[config.mk]
export PLATFORM = sky130hd
export DESIGN_NAME = mem_port_sequencer
export DESIGN_NICKNAME = d
export VERILOG_FILES = /design/src/rtl/mem_port_pkg.sv /design/src/rtl/bus_wait_timer.sv /design/src/rtl/mem_port_sequencer.sv
export SDC_FILE = /design/constraint.sdc
export NUM_CORES = 1
export LEC_CHECK = 0
export BUFFER_PORTS_ARGS = -buffer_cell sky130_fd_sc_hd__buf_2
export CAP_MARGIN = 20
export CORE_AREA = 2 2 104 106
export CTS_CLUSTER_SIZE = 8
export DETAILED_ROUTE_END_ITERATION = 16
export DIE_AREA = 0 0 106 108
export GPL_TIMING_DRIVEN = 1
export PLACE_DENSITY_LB_ADDON = 0.3
export SYNTH_ARGS = -nofsm -noshare
export SYNTH_HDL_FRONTEND = slang
export SYNTH_SLANG_ARGS = --single-unit
[constraint.sdc]
create_clock -name clk -period 3.19 [get_ports clk]
set_input_delay 0.319 -clock clk [delete_from_list [all_inputs] [get_ports clk]]
set_output_delay 0.319 -clock clk [all_outputs]
set_load 0.005 [all_outputs]
[src/rtl/mem_port_pkg.sv]
// rtl/mem_port_pkg.sv - shared types and constants for the memory port sequencer
package mem_port_pkg;

  localparam int DEFAULT_MAX_WAIT = 255;

  typedef enum logic [2:0] {
    ST_IDLE   = 3'd0,
    ST_FETCH  = 3'd1,
    ST_DECODE = 3'd2,
    ST_DATA   = 3'd3,
    ST_COMMIT = 3'd4,
    ST_ERROR  = 3'd5
  } seq_state_t;

  typedef struct packed {
    logic [31:0] address;
    logic [31:0] writedata;
    logic        read;
    logic        write;
  } bus_req_t;

  // States in which a transfer is in flight on the unified port.
  function automatic logic is_transfer(input seq_state_t s);
    return (s == ST_FETCH) || (s == ST_DATA);
  endfunction

endpackage

[src/rtl/bus_wait_timer.sv]
// rtl/bus_wait_timer.sv - per-transfer waitrequest counter with timeout compare
module bus_wait_timer
  import mem_port_pkg::*;
#(
  parameter int MAX_WAIT = DEFAULT_MAX_WAIT
) (
  input  logic clk,
  input  logic reset,
  input  logic clear,
  input  logic count_en,
  output logic timeout
);

  localparam int            CW    = (MAX_WAIT < 2) ? 1 : $clog2(MAX_WAIT + 1);
  localparam logic [CW-1:0] LIMIT = CW'(MAX_WAIT - 1);

  logic [CW-1:0] count;

  always_ff @(posedge clk) begin
    if (reset || clear) begin
      count <= '0;
    end else if (count_en && !timeout) begin
      count <= count + 1'b1;
    end
  end

  // Fires on the stall cycle that would make the run reach MAX_WAIT.
  assign timeout = count_en && (count >= LIMIT);

endmodule

[src/rtl/mem_port_sequencer.sv]
// rtl/mem_port_sequencer.sv - sequences instruction fetch and data access over one memory port
module mem_port_sequencer
  import mem_port_pkg::*;
#(
  parameter int MAX_WAIT = DEFAULT_MAX_WAIT
) (
  input  logic        clk,
  input  logic        reset,
  input  logic        cpu_active,
  output logic        cpu_clk_enable,
  input  logic [31:0] cpu_instr_address,
  output logic [31:0] cpu_instr_readdata,
  input  logic [31:0] cpu_data_address,
  input  logic [31:0] cpu_data_writedata,
  input  logic        cpu_data_read,
  input  logic        cpu_data_write,
  output logic [31:0] cpu_data_readdata,
  output logic [31:0] bus_address,
  output logic [31:0] bus_writedata,
  output logic        bus_read,
  output logic        bus_write,
  input  logic        bus_waitrequest,
  input  logic [31:0] bus_readdata,
  output logic        bus_error
);

  seq_state_t  state;
  seq_state_t  state_next;
  bus_req_t    req;
  logic [31:0] instr_buf;
  logic [31:0] data_buf;
  logic        wait_timeout;
  logic        xfer_done;

  assign xfer_done = is_transfer(state) && !bus_waitrequest;

  bus_wait_timer #(
    .MAX_WAIT(MAX_WAIT)
  ) u_wait_timer (
    .clk     (clk),
    .reset   (reset),
    .clear   (!is_transfer(state)),
    .count_en(is_transfer(state) && bus_waitrequest),
    .timeout (wait_timeout)
  );

  always_ff @(posedge clk) begin
    if (reset) begin
      state <= ST_IDLE;
    end else begin
      state <= state_next;
    end
  end

  always_comb begin
    state_next = state;
    case (state)
      ST_IDLE:   if (cpu_active) state_next = ST_FETCH;
      ST_FETCH: begin
        if (!bus_waitrequest)  state_next = ST_DECODE;
        else if (wait_timeout) state_next = ST_ERROR;
      end
      ST_DECODE: state_next = (cpu_data_read || cpu_data_write) ? ST_DATA : ST_COMMIT;
      ST_DATA: begin
        if (!bus_waitrequest)  state_next = ST_COMMIT;
        else if (wait_timeout) state_next = ST_ERROR;
      end
      ST_COMMIT: state_next = cpu_active ? ST_FETCH : ST_IDLE;
      ST_ERROR:  state_next = ST_ERROR;
      default:   state_next = ST_IDLE;
    endcase
  end

  // Strobes are gated by reset so an aborted transfer drops in the reset cycle itself.
  always_comb begin
    req            = '0;
    cpu_clk_enable = 1'b0;
    if (!reset) begin
      case (state)
        ST_FETCH: begin
          req.read    = 1'b1;
          req.address = cpu_instr_address;
        end
        ST_DATA: begin
          req.address = cpu_data_address;
          if (cpu_data_write) begin
            req.write     = 1'b1;
            req.writedata = cpu_data_writedata;
          end else begin
            req.read = 1'b1;
          end
        end
        ST_COMMIT: cpu_clk_enable = 1'b1;
        default: ;
      endcase
    end
  end

  assign bus_address   = req.address;
  assign bus_writedata = req.writedata;
  assign bus_read      = req.read;
  assign bus_write     = req.write;
  assign bus_error     = (state == ST_ERROR);

  always_ff @(posedge clk) begin
    if (reset) begin
      instr_buf <= '0;
      data_buf  <= '0;
    end else if (xfer_done) begin
      if (state == ST_FETCH) begin
        instr_buf <= bus_readdata;
      end else begin
        data_buf <= cpu_data_write ? 32'h0 : bus_readdata;
      end
    end
  end

  assign cpu_instr_readdata = instr_buf;
  assign cpu_data_readdata  = data_buf;

endmodule

==> run_summary.xml, run 1 <==
<?xml version="1.0" encoding="UTF-8"?>
<metrics>
  <group name="run_status">
    <metric name="status" unit="">completed</metric>
  </group>
  <group name="timing">
    <metric name="totalNegativeSetupSlack" unit="ps">0</metric>
    <metric name="final-setup-viol-count" unit="">0</metric>
    <metric name="hold-worst-slack" unit="ps">223</metric>
    <metric name="maxClockFrequency" unit="MHz">414</metric>
    <metric name="timing_max_transition_violations_final" unit="">0</metric>
    <metric name="grt_setup_unrepaired" unit="">false</metric>
    <metric name="hold_violations" unit="">0</metric>
    <metric name="tightest_slew" unit="ps">694</metric>
    <metric name="max_slew_margin" unit="%">53.7</metric>
    <metric name="min_period_over_period" unit="%">75.7</metric>
    <metric name="fin_skew" unit="ps">8.68</metric>
    <metric name="period_needed" unit="ps">2420</metric>
  </group>
  <group name="cts">
    <metric name="cts_buffer_depth" unit="">2</metric>
    <metric name="ctsHtreeMaxLevel" unit="">3</metric>
    <metric name="clock_latency" unit="ps">330</metric>
    <metric name="post_cts_resized" unit="">0</metric>
    <metric name="cts_root_buf" unit="">sky130_fd_sc_hd__clkbuf_8</metric>
    <metric name="clkSlewWorstSetupHoldPaths" unit="ps">80</metric>
    <metric name="tritoncts.num_buffers" unit="">9</metric>
    <metric name="postCtsHoldBufs" unit="">0</metric>
    <metric name="cts.sink_count" unit="">75</metric>
    <metric name="cts_post_setup_buffers_inserted" unit="">0</metric>
    <metric name="tritoncts" unit="">done</metric>
  </group>
  <group name="cells_and_area">
    <metric name="drive_gt1_share" unit="%">40.8</metric>
    <metric name="fin_nets" unit="">848</metric>
    <metric name="syn2layout_area_growth" unit="%">41.1</metric>
    <metric name="layoutNonFillerInstCount" unit="">853</metric>
    <metric name="number_of_filler_cells_placed_in_the_layout" unit="">1009</metric>
  </group>
  <group name="synthesis">
    <metric name="synthFlopType" unit="">sky130_fd_sc_hd__dfxtp_1</metric>
    <metric name="ys_warn_count" unit="">0</metric>
    <metric name="syn_area" unit="sq um">3710</metric>
    <metric name="ys_seq_elements" unit="">75</metric>
    <metric name="synth.avg_cell_area" unit="sq um">7.89</metric>
    <metric name="synth_edf_count" unit="">0</metric>
    <metric name="synth_top_cell_by_area" unit="">sky130_fd_sc_hd__dfxtp_1</metric>
    <metric name="synthTopCellsByArea" unit="">sky130_fd_sc_hd__dfxtp_1 (41%), sky130_fd_sc_hd__nand2_1 (10%), sky130_fd_sc_hd__a21oi_1 (9.6%), sky130_fd_sc_hd__mux2i_1 (8.6%), sky130_fd_sc_hd__nand3b_1 (7.1%)</metric>
    <metric name="synth.cells.most_frequent" unit="">sky130_fd_sc_hd__nand2_1 (103), sky130_fd_sc_hd__dfxtp_1 (75), sky130_fd_sc_hd__a21oi_1 (71), sky130_fd_sc_hd__nor2_1 (42), sky130_fd_sc_hd__nand3b_1 (35)</metric>
    <metric name="synth.yosys.seq_area_share" unit="%">40.5</metric>
    <metric name="synthDominantCellAreaShare" unit="%">40.5</metric>
    <metric name="async_flop_share" unit="%">0</metric>
    <metric name="most_used_standard_cell_by_instance_count_after_synthesis" unit="">sky130_fd_sc_hd__nand2_1</metric>
    <metric name="syn_inst" unit="">470</metric>
    <metric name="yosys.cell_types.count" unit="">36</metric>
    <metric name="syn-num-nets" unit="">606</metric>
  </group>
  <group name="critical_path">
    <metric name="arrival" unit="ps">2100</metric>
    <metric name="slowest_stage" unit="">sky130_fd_sc_hd__dfxtp_1</metric>
    <metric name="required_time_reported_for_the_critical_path_endpoint" unit="ps">2870</metric>
    <metric name="critPathTopFamily" unit="">simple AND/OR/NAND/NOR gates</metric>
    <metric name="crit_type" unit="">flip-flop to output pin</metric>
    <metric name="timing.critical_path.to_type" unit="">output pin</metric>
    <metric name="path_cells" unit="">nand2b_4, or2_1, buf_4, nor2_8, and2_1, buf_2</metric>
    <metric name="critPathMaxFanout" unit="">42</metric>
    <metric name="worst_setup_path_startpoint" unit="">state[0]</metric>
    <metric name="startpoint_of_the_lowest_slack_register_to_register_path" unit="">state[1]</metric>
    <metric name="start_kind" unit="">flip-flop</metric>
    <metric name="cpPeakStageDelay" unit="ps">540</metric>
    <metric name="crit_buf_inv" unit="">2</metric>
  </group>
  <group name="die">
    <metric name="coreArea" unit="sq um">10200</metric>
    <metric name="io_pins" unit="">266</metric>
    <metric name="core.rowCount" unit="">37</metric>
    <metric name="floorplan.die.width" unit="um">106</metric>
    <metric name="initial_utilization" unit="%">36.2</metric>
    <metric name="chipHeight" unit="um">108</metric>
    <metric name="die_ar" unit="sq um">11400</metric>
  </group>
  <group name="placed_design">
    <metric name="portBuffers" unit="">265</metric>
    <metric name="gp_congestion" unit="">0.809</metric>
    <metric name="dp_hpwl" unit="mm">8.53</metric>
    <metric name="dp.cells" unit="">836</metric>
  </group>
  <group name="route">
    <metric name="wirelength" unit="mm">11.5</metric>
    <metric name="avgViaCountPerCell" unit="">4.71</metric>
    <metric name="remaining_drc_errors" unit="">0</metric>
    <metric name="drtAntennaViolNets" unit="">0</metric>
    <metric name="violation_count_after_the_first_detailed_route_iteration" unit="">147</metric>
    <metric name="drt_pass1_iterations" unit="">7</metric>
    <metric name="routed_length_per_instance" unit="um">13.5</metric>
    <metric name="num_vias" unit="">4021</metric>
  </group>
  <group name="power_and_ir_drop">
    <metric name="power.leakage" unit="nW">2.52</metric>
    <metric name="irDropWorstVdd" unit="mV">0.172</metric>
    <metric name="cellPowerDensity" unit="nW/um^2">359</metric>
  </group>
  <group name="global_route">
    <metric name="total_overflow_reported_by_the_global_router" unit="">0</metric>
    <metric name="antenna_found_initial" unit="">0</metric>
    <metric name="gr-usage-all-layers" unit="%">19.0</metric>
    <metric name="grt_pass1_vias" unit="">3686</metric>
    <metric name="grt_first_pass_wirelength" unit="mm">17.7</metric>
    <metric name="grt_max_degree" unit="">68</metric>
  </group>
  <group name="hold_path">
    <metric name="worst_hold_path_type" unit="">input pin to flip-flop</metric>
    <metric name="min_from" unit="">bus_readdata[24]</metric>
  </group>
  <group name="flow_run">
    <metric name="maxCapViolations" unit="">0</metric>
  </group>
</metrics>
-- flip-flops by register name, summed over array words and instances (netlist names) --
signal	flops
cpu_data_readdata	32
cpu_instr_readdata	32
state	3
u_wait_timer.count	8
-- path summary, 6_finish.rpt --
kind	to	slack (ps)	cells past startpoint
setup / recovery	bus_writedata[11]	770	6
setup reg to reg	cpu_instr_readdata[17]	1320	4
hold reg to reg	cpu_data_readdata[20]	450	2
hold / removal	cpu_instr_readdata[24]	220	3
-- cells in the final DEF (no fill, tap or decap), types with 2 or more instances in the layout --
| cell type | n |
|---|---|
| sky130_fd_sc_hd__a21oi_1 | 71 |
| sky130_fd_sc_hd__and2_1 | 32 |
| sky130_fd_sc_hd__and4_1 | 2 |
| sky130_fd_sc_hd__buf_2 | 265 |
| sky130_fd_sc_hd__buf_4 | 6 |
| sky130_fd_sc_hd__clkbuf_8 | 9 |
| sky130_fd_sc_hd__clkinv_2 | 2 |
| sky130_fd_sc_hd__clkinvlp_4 | 2 |
| sky130_fd_sc_hd__dfxtp_1 | 74 |
| sky130_fd_sc_hd__ha_1 | 2 |
| sky130_fd_sc_hd__inv_1 | 2 |
| sky130_fd_sc_hd__mux2i_1 | 32 |
| sky130_fd_sc_hd__nand2_1 | 103 |
| sky130_fd_sc_hd__nand3_1 | 2 |
| sky130_fd_sc_hd__nand3b_1 | 35 |
| sky130_fd_sc_hd__nor2_1 | 42 |
| sky130_fd_sc_hd__nor3_1 | 6 |
| sky130_fd_sc_hd__nor3b_1 | 3 |
| sky130_fd_sc_hd__o2111a_1 | 2 |
| sky130_fd_sc_hd__o21ai_0 | 2 |
| sky130_fd_sc_hd__or3_1 | 2 |
| sky130_fd_sc_hd__xnor2_1 | 2 |
-- where the power goes --
part | internal, W | switching (W) | total (W)
registers | 0.000957 | 0.0000189 | 0.000976
clock network | 0.000279 | 0.000349 | 0.000628
logic | 0.000136 | 0.000137 | 0.000274
-- routing by layer --
layer / GRT usage, % / up-vias / share of wire (%)
li1: - / 2041 / -
met1: 23.3 / 1827 / 42
met2: 34.1 / 151 / 51
met3: 4.16 / 2 / 6.1
met4: 4.61 / 0 / 0.39
met5: 0 / - / 0
-- stage by stage --
| stage | instance area (sq um) | setup slack (ps) | util (%) | power [W] |
|---|---|---|---|---|
| after floorplan | 3710 | 1590 | - | 0.00113 |
| after global placement | 5040 | 1150 | 49.3 | 0.00127 |
| after detailed placement | 5040 | 1070 | 49.3 | 0.00127 |
| after CTS | 5210 | 748 | 50.9 | 0.00191 |
| after global routing | 5230 | 600 | 51.1 | 0.00198 |
| final | 5230 | 775 | 51.1 | 0.00188 |
-- area by class of cell --
| cell class | count | area [sq um] | area share [%] |
|---|---|---|---|
| inverters | 2 | 7.51 | 0.144 |
| multi-input cells | 352 | 1990 | 38.1 |
| clock inverters | 6 | 42.5 | 0.814 |
| repair buffers | 272 | 1390 | 26.5 |
| diodes | 1 | 2.50 | 0.0479 |
| flip-flops and latches | 75 | 1500 | 28.7 |
| clock buffers | 9 | 124 | 2.37 |
| well taps | 136 | 170 | 3.25 |
-- cells by family after synthesis --
family | Yosys count | share of synthesized area, %
AND/OR/NAND/NOR | 233 | 31.4
AO/OA/AOI/OAI | 83 | 12.4
flip-flops | 75 | 40.5
buffers and inverters | 43 | 5.87
multiplexers | 32 | 8.64
XOR/XNOR | 2 | 0.473
adder cells (fa/ha/maj) | 2 | 0.675
-- worst register-to-register path: cells and delay by family, from the launching register on --
family	cells	cell delay, ps
flops	1	740
buf+inv	1	240
compound gates	1	140
simple gates	2	670
Power figures use the tool's default switching activity.
==> run 2: changes to the inputs <==
Settings changed: ABC_AREA from default to 1, CORE_AREA 2 2 104 106 to 2 2 102 104, DIE_AREA 0 0 106 108 to 0 0 104 106.
Clock period 3.19 ns to 2 ns, I/O delays scaled along.
==> run_summary.xml, run 2 <==
<?xml version="1.0" encoding="UTF-8"?>
<metrics>
  <group name="cts">
    <metric name="cts_root_buf" unit="">sky130_fd_sc_hd__clkbuf_8</metric>
    <metric name="cts.sink_count" unit="">75</metric>
    <metric name="tritoncts.num_buffers" unit="">9</metric>
    <metric name="ctsHtreeMaxLevel" unit="">3</metric>
    <metric name="clkSlewWorstSetupHoldPaths" unit="ps">70</metric>
    <metric name="clock_latency" unit="ps">340</metric>
    <metric name="tritoncts" unit="">done</metric>
    <metric name="cts_buffer_depth" unit="">2</metric>
  </group>
  <group name="cells_and_area">
    <metric name="layoutNonFillerInstCount" unit="">924</metric>
    <metric name="fin_nets" unit="">917</metric>
    <metric name="syn2layout_area_growth" unit="%">45.9</metric>
    <metric name="drive_gt1_share" unit="%">39.6</metric>
    <metric name="number_of_filler_cells_placed_in_the_layout" unit="">967</metric>
    <metric name="mostFrequentLayoutCell" unit="">sky130_fd_sc_hd__buf_2</metric>
    <metric name="mostFrequentLayoutCells" unit="">sky130_fd_sc_hd__buf_2 (265), sky130_fd_sc_hd__nor2_1 (141), sky130_fd_sc_hd__dfxtp_1 (72)</metric>
  </group>
  <group name="critical_path">
    <metric name="critical_path.reg2reg.endpoint" unit="">u_wait_timer.count[0]</metric>
    <metric name="critPathMaxFanout" unit="">16</metric>
    <metric name="crit_path_end" unit="">bus_address[21]</metric>
    <metric name="crit_type" unit="">flip-flop to output pin</metric>
    <metric name="arrival" unit="ps">1690</metric>
    <metric name="timing.critical_path.depth" unit="">7</metric>
    <metric name="startpoint_of_the_lowest_slack_register_to_register_path" unit="">u_wait_timer.count[0]</metric>
    <metric name="slowest_stage" unit="">sky130_fd_sc_hd__dfxtp_2</metric>
    <metric name="reg2reg_setup_slack" unit="ps">400</metric>
    <metric name="timing.critical_path.to_type" unit="">output pin</metric>
    <metric name="r2r.worst_path.cells" unit="">9</metric>
    <metric name="worst_setup_path_startpoint" unit="">state[0]</metric>
    <metric name="path_cells" unit="">nand2_4, nor2_4, buf_4, bufbuf_16, a22oi_2, nor2_1, buf_2</metric>
    <metric name="crit_buf_inv" unit="">3</metric>
    <metric name="critPathTopFamily" unit="">buffers and inverters</metric>
    <metric name="cpPeakStageDelay" unit="ps">400</metric>
    <metric name="required_time_reported_for_the_critical_path_endpoint" unit="ps">1800</metric>
    <metric name="start_kind" unit="">flip-flop</metric>
  </group>
  <group name="timing">
    <metric name="tightest_slew" unit="ps">629</metric>
    <metric name="timing_max_transition_violations_final" unit="">0</metric>
    <metric name="maxClockFrequency" unit="MHz">529</metric>
    <metric name="final-setup-viol-count" unit="">0</metric>
    <metric name="fin_skew" unit="ps">8.47</metric>
    <metric name="grt_setup_unrepaired" unit="">true</metric>
    <metric name="hold_violations" unit="">0</metric>
    <metric name="min_period_over_period" unit="%">94.5</metric>
    <metric name="totalNegativeSetupSlack" unit="ps">0</metric>
    <metric name="max_slew_margin" unit="%">57.8</metric>
    <metric name="period_needed" unit="ps">1890</metric>
  </group>
  <group name="synthesis">
    <metric name="syn_inst" unit="">525</metric>
    <metric name="syn-num-nets" unit="">661</metric>
    <metric name="synth_mux_area_share" unit="%">0</metric>
    <metric name="syn_area" unit="sq um">3620</metric>
    <metric name="synthTopCellsByArea" unit="">sky130_fd_sc_hd__dfxtp_1 (42%), sky130_fd_sc_hd__nor2_1 (15%), sky130_fd_sc_hd__a22oi_1 (6.6%), sky130_fd_sc_hd__nand2_1 (6.2%), sky130_fd_sc_hd__nand3_1 (6.0%)</metric>
    <metric name="synth_edf_count" unit="">0</metric>
    <metric name="synth-xor-area-share" unit="%">0.727</metric>
    <metric name="synth_top_cell_by_area" unit="">sky130_fd_sc_hd__dfxtp_1</metric>
    <metric name="async_flop_share" unit="%">0</metric>
    <metric name="yosys.cell_types.count" unit="">26</metric>
    <metric name="synth_top_family_by_area" unit="">simple AND/OR/NAND/NOR gates</metric>
    <metric name="yosys.area_share.adder" unit="%">0.692</metric>
    <metric name="synth-compound-area-share" unit="%">17.0</metric>
    <metric name="most_used_standard_cell_by_instance_count_after_synthesis" unit="">sky130_fd_sc_hd__nor2_1</metric>
    <metric name="synth.yosys.seq_area_share" unit="%">41.5</metric>
    <metric name="ys_seq_elements" unit="">75</metric>
    <metric name="synth.avg_cell_area" unit="sq um">6.89</metric>
    <metric name="ys_warn_count" unit="">0</metric>
    <metric name="synth_simple_gate_area_share" unit="%">29.3</metric>
    <metric name="synthFlopType" unit="">sky130_fd_sc_hd__dfxtp_1</metric>
    <metric name="synthDominantCellAreaShare" unit="%">41.5</metric>
    <metric name="synth.cells.most_frequent" unit="">sky130_fd_sc_hd__nor2_1 (142), sky130_fd_sc_hd__dfxtp_1 (75), sky130_fd_sc_hd__nand2_1 (60), sky130_fd_sc_hd__inv_1 (46), sky130_fd_sc_hd__nand3_1 (43)</metric>
  </group>
  <group name="global_route">
    <metric name="total_overflow_reported_by_the_global_router" unit="">0</metric>
    <metric name="gr-usage-all-layers" unit="%">23.8</metric>
    <metric name="grt_first_pass_wirelength" unit="mm">21.3</metric>
    <metric name="grt_max_degree" unit="">41</metric>
    <metric name="antenna_found_initial" unit="">2</metric>
    <metric name="grt_pass1_vias" unit="">4259</metric>
  </group>
  <group name="route">
    <metric name="drt_pass1_iterations" unit="">6</metric>
    <metric name="num_vias" unit="">4462</metric>
    <metric name="drtAntennaViolNets" unit="">0</metric>
    <metric name="routed_length_per_instance" unit="um">14.7</metric>
    <metric name="avgViaCountPerCell" unit="">4.83</metric>
    <metric name="wirelength" unit="mm">13.6</metric>
    <metric name="violation_count_after_the_first_detailed_route_iteration" unit="">324</metric>
    <metric name="remaining_drc_errors" unit="">0</metric>
  </group>
  <group name="flow_run">
    <metric name="maxCapViolations" unit="">0</metric>
  </group>
  <group name="hold_path">
    <metric name="worst_hold_path_type" unit="">input pin to flip-flop</metric>
    <metric name="hold_path_depth" unit="">3</metric>
    <metric name="min_from" unit="">bus_readdata[31]</metric>
  </group>
  <group name="die">
    <metric name="core.rowCount" unit="">37</metric>
    <metric name="coreArea" unit="sq um">10000</metric>
    <metric name="floorplan.die.width" unit="um">104</metric>
    <metric name="io_pins" unit="">266</metric>
    <metric name="initial_utilization" unit="%">36.2</metric>
    <metric name="chipHeight" unit="um">106</metric>
    <metric name="die_ar" unit="sq um">11000</metric>
  </group>
  <group name="placed_design">
    <metric name="portBuffers" unit="">265</metric>
    <metric name="gp_congestion" unit="">0.947</metric>
    <metric name="dp_hpwl" unit="mm">10.4</metric>
    <metric name="dp.cells" unit="">903</metric>
  </group>
  <group name="power_and_ir_drop">
    <metric name="cellPowerDensity" unit="nW/um^2">631</metric>
    <metric name="power.leakage" unit="nW">2.85</metric>
    <metric name="irDropWorstVdd" unit="mV">0.442</metric>
  </group>
  <group name="run_status">
    <metric name="status" unit="">completed</metric>
  </group>
</metrics>
[run 2: report_power, final]
group	switching [W]	total, W	internal [W]
combinational	0.000379	0.000673	0.000293
sequential	0.0000418	0.00161	0.00157
clock	0.000535	0.00105	0.000515
[run 2: routing by layer]
layer,routed length (um),vias to the layer above,track usage [%]
li1,-,2216,-
met1,5380,2006,27.9
met2,6820,218,42.2
met3,1050,22,5.58
met4,299,0,9.17
met5,0,-,0
[run 2: tightest hold or removal path, cell delays in order]
cell and delay, ps:
sky130_fd_sc_hd__buf_2 90, sky130_fd_sc_hd__nor2_1 40, sky130_fd_sc_hd__nor2_1 80
[run 2: timing repair]
item / 4_1_cts / 5_1_grt
endpoints found under the setup margin: 32 / 34
pin swaps: 1 / 2
setup buffers: 1 / 1
cloned: 1 / 0
gates resized for setup: 3 / 6
hold buffers: 0 / 0
[run 2: final cells by class]
type / count / area, sq um / share of cell area, %
antenna: 2 / 5.00 / 0.0949
clock buffer: 12 / 155 / 2.94
clock inverter: 4 / 25.0 / 0.474
inverter: 49 / 184 / 3.49
multi-input combinational: 365 / 1740 / 33.1
sequential: 75 / 1510 / 28.5
tap: 136 / 170 / 3.23
timing repair buffer: 281 / 1490 / 28.2
[run 2: cell families (layout without fill, tap and decap cells)]
family / count (synthesis) / after routing
other: 0 / 2
XOR/XNOR: 3 / 3
AND/OR/NAND/NOR: 254 / 254
adder cells (fa/ha/maj): 2 / 2
buffers and inverters: 85 / 346
flip-flops: 75 / 75
AO/OA/AOI/OAI: 106 / 106
[run 2: metrics by stage]
| step | hold WS (ps) | area (sq um) | utilization, % | worst slack [ps] | power [W] |
|---|---|---|---|---|---|
| 6_report | 104 | 5280 | 52.8 | 109 | 0.00333 |
| 5_1_grt | 96.6 | 5280 | 52.8 | -4.96 | 0.00351 |
| 3_3_place_gp | 441 | 5020 | 50.2 | 401 | 0.00228 |
| 3_5_place_dp | 449 | 5020 | 50.2 | 281 | 0.00229 |
| 4_1_cts | 88.1 | 5240 | 52.4 | 21.9 | 0.00335 |
| 2_1_floorplan | 335 | 3620 | - | 656 | 0.00196 |
[run 2: worst min-delay path by stage]
stage	endpoint	slack, ps
final	cpu_instr_readdata[31]	100
after global placement	u_wait_timer.count[7]	440
after floorplan	cpu_instr_readdata[0]	330
after global routing	cpu_instr_readdata[8]	100
after detailed placement	cpu_instr_readdata[31]	450
after CTS	cpu_instr_readdata[19]	90
==> run 3: changes to the inputs <==
Settings changed: CORE_AREA 2 2 102 104 to 2 2 103 105, DIE_AREA 0 0 104 106 to 0 0 105 107.
Clock period 2 ns to 2.19 ns, I/O delays scaled along.
==> run_summary.xml, run 3 (same netlist as run 2, synthesis figures left out) <==
<?xml version="1.0" encoding="UTF-8"?>
<metrics>
  <group name="run_status">
    <metric name="status" unit="">completed</metric>
  </group>
  <group name="power_and_ir_drop">
    <metric name="swShare" unit="%">29.4</metric>
    <metric name="seq_power_share" unit="%">45.9</metric>
    <metric name="cellPowerDensity" unit="nW/um^2">609</metric>
    <metric name="power.total" unit="W">0.00319</metric>
    <metric name="switching_power" unit="W">0.000939</metric>
    <metric name="power_frac_clock" unit="%">35.2</metric>
    <metric name="irDropWorstVdd" unit="mV">0.447</metric>
    <metric name="power.share.combinational" unit="%">18.9</metric>
    <metric name="power.leakage" unit="nW">2.84</metric>
    <metric name="internal_power" unit="W">0.00225</metric>
  </group>
  <group name="die">
    <metric name="chipHeight" unit="um">107</metric>
    <metric name="core.rowCount" unit="">37</metric>
    <metric name="initial_utilization" unit="%">35.8</metric>
    <metric name="floorplan.die.width" unit="um">105</metric>
    <metric name="die_ar" unit="sq um">11200</metric>
    <metric name="coreArea" unit="sq um">10100</metric>
    <metric name="io_pins" unit="">266</metric>
  </group>
  <group name="route">
    <metric name="violation_count_after_the_first_detailed_route_iteration" unit="">293</metric>
    <metric name="remaining_drc_errors" unit="">0</metric>
    <metric name="num_vias" unit="">4455</metric>
    <metric name="drt-met1-wl" unit="mm">5.56</metric>
    <metric name="drtAntennaViolNets" unit="">0</metric>
    <metric name="wl_met2" unit="mm">7.03</metric>
    <metric name="avgViaCountPerCell" unit="">4.81</metric>
    <metric name="highest_layer" unit="">met5</metric>
    <metric name="wirelength" unit="mm">14.1</metric>
    <metric name="routed_length_per_instance" unit="um">15.2</metric>
    <metric name="drt_pass1_iterations" unit="">5</metric>
    <metric name="met3_wirelength" unit="mm">1.12</metric>
  </group>
  <group name="critical_path">
    <metric name="timing.critical_path.to_type" unit="">output pin</metric>
    <metric name="reg2reg_setup_slack" unit="ps">320</metric>
    <metric name="critical_path.reg2reg.endpoint" unit="">state[1]</metric>
    <metric name="crit_type" unit="">flip-flop to output pin</metric>
    <metric name="r2r.worst_path.cells" unit="">6</metric>
    <metric name="critPathMaxFanout" unit="">12</metric>
    <metric name="required_time_reported_for_the_critical_path_endpoint" unit="ps">1970</metric>
    <metric name="startpoint_of_the_lowest_slack_register_to_register_path" unit="">state[2]</metric>
    <metric name="arrival" unit="ps">1830</metric>
    <metric name="start_kind" unit="">flip-flop</metric>
  </group>
  <group name="global_route">
    <metric name="grt_pass1_vias" unit="">4265</metric>
    <metric name="total_overflow_reported_by_the_global_router" unit="">0</metric>
    <metric name="grt_first_pass_wirelength" unit="mm">21.7</metric>
    <metric name="antenna_found_initial" unit="">5</metric>
    <metric name="grt_max_degree" unit="">36</metric>
    <metric name="gr-usage-all-layers" unit="%">24.1</metric>
  </group>
  <group name="timing">
    <metric name="final-setup-viol-count" unit="">0</metric>
    <metric name="hold-worst-slack" unit="ps">111</metric>
    <metric name="timing_max_transition_violations_final" unit="">0</metric>
    <metric name="maxClockFrequency" unit="MHz">489</metric>
    <metric name="totalNegativeSetupSlack" unit="ps">0</metric>
    <metric name="tightest_slew" unit="ps">1040</metric>
    <metric name="period_needed" unit="ps">2050</metric>
    <metric name="grt_setup_unrepaired" unit="">false</metric>
    <metric name="max_slew_margin" unit="%">30.3</metric>
    <metric name="fin_skew" unit="ps">12.9</metric>
    <metric name="min_period_over_period" unit="%">93.4</metric>
    <metric name="hold_violations" unit="">0</metric>
  </group>
  <group name="cts">
    <metric name="clkSlewWorstSetupHoldPaths" unit="ps">90</metric>
    <metric name="post_cts_resized" unit="">0</metric>
    <metric name="ctsHtreeMaxLevel" unit="">3</metric>
    <metric name="postCtsHoldBufs" unit="">0</metric>
    <metric name="tritoncts" unit="">done</metric>
    <metric name="cts_buffer_depth" unit="">2</metric>
    <metric name="tritoncts.num_buffers" unit="">9</metric>
    <metric name="cts.sink_count" unit="">75</metric>
    <metric name="clock_latency" unit="ps">350</metric>
    <metric name="cts_root_buf" unit="">sky130_fd_sc_hd__clkbuf_8</metric>
  </group>
  <group name="placed_design">
    <metric name="gp_congestion" unit="">0.924</metric>
    <metric name="dp_hpwl" unit="mm">10.7</metric>
    <metric name="portBuffers" unit="">265</metric>
  </group>
  <group name="hold_path">
    <metric name="hold-path-endpoint" unit="">cpu_instr_readdata[17]</metric>
    <metric name="hold_path_depth" unit="">3</metric>
    <metric name="min_from" unit="">bus_readdata[17]</metric>
    <metric name="worst_hold_path_type" unit="">input pin to flip-flop</metric>
  </group>
  <group name="cells_and_area">
    <metric name="mostFrequentLayoutCells" unit="">sky130_fd_sc_hd__buf_2 (265), sky130_fd_sc_hd__nor2_1 (142), sky130_fd_sc_hd__dfxtp_1 (75)</metric>
    <metric name="fin_nets" unit="">917</metric>
    <metric name="syn2layout_area_growth" unit="%">45.1</metric>
    <metric name="mostFrequentLayoutCell" unit="">sky130_fd_sc_hd__buf_2</metric>
    <metric name="drive_gt1_share" unit="%">38.7</metric>
  </group>
  <group name="flow_run">
    <metric name="maxCapViolations" unit="">0</metric>
  </group>
</metrics>
[run 3: changes by cell type in the layout (fill, tap and decap cells not counted), moves of 3 or more]
cell / change
sky130_fd_sc_hd__inv_6: +3
sky130_fd_sc_hd__dfxtp_2: -3
sky130_fd_sc_hd__a22oi_1: +3
sky130_fd_sc_hd__a22oi_2: -3
sky130_fd_sc_hd__dfxtp_1: +3
[run 3: critical path, cell delays in order (launching register included)]
cell and delay (ps):
sky130_fd_sc_hd__dfxtp_1 480, sky130_fd_sc_hd__nand2_4 150, sky130_fd_sc_hd__nor2_2 430, sky130_fd_sc_hd__a22oi_1 160, sky130_fd_sc_hd__nor2_1 120, sky130_fd_sc_hd__buf_2 130
[run 3: power groups by stage]
stage	Clock [W]	Combinational [W]	Sequential [W]
6_report	0.00112	0.000604	0.00147
5_1_grt	0.00121	0.000677	0.00147
4_1_cts	0.00115	0.000605	0.00147
3_5_place_dp	0	0.000599	0.00150
3_3_place_gp	0	0.000589	0.00149
2_1_floorplan	0	0.000290	0.00150
[run 3: worst max path at each step]
stage | endpoint | start | cells after the start | slack [ps]
2_1_floorplan | u_wait_timer.count[1] | u_wait_timer.count[0] | 10 | 850
3_3_place_gp | state[1] | state[2] | 6 | 390
3_5_place_dp | bus_writedata[0] | state[0] | 6 | 290
4_1_cts | bus_writedata[0] | state[0] | 6 | 40
5_1_grt | bus_address[1] | state[0] | 5 | 10
6_report | bus_address[0] | state[0] | 5 | 140
[run 3: layer usage]
layer	global-route usage (%)	vias up
met3	7.84	27
met5	0	-
met4	8.48	2
li1	-	2210
met1	27.0	2011
met2	43.0	205
[run 3: final cells by class]
| class | count | area (sq um) |
|---|---|---|
| Clock inverter | 6 | 71.3 |
| Antenna cell | 4 | 10.0 |
| Tap cell | 136 | 170 |
| Fill cell | 1039 | 4850 |
| Clock buffer | 10 | 138 |
| Timing Repair Buffer | 280 | 1440 |
| Multi-Input combinational cell | 366 | 1730 |
| Sequential cell | 75 | 1500 |
| Inverter | 49 | 184 |
[run 3: per-stage QoR]
step	utilization, %	instance area (sq um)	setup WS (ps)	instances
floorplan	-	3620	846	525
global placement	49.5	5000	394	902
global route	52.0	5240	11.6	925
CTS	51.7	5210	38.5	919
finish	52.0	5250	144	926
detailed placement	49.5	5000	292	902
[run 3: timing repair]
action	in CTS	in global routing
setup buffers	0	3
endpoints found under the setup margin	35	33
gates cloned	1	0
pin swaps	1	1
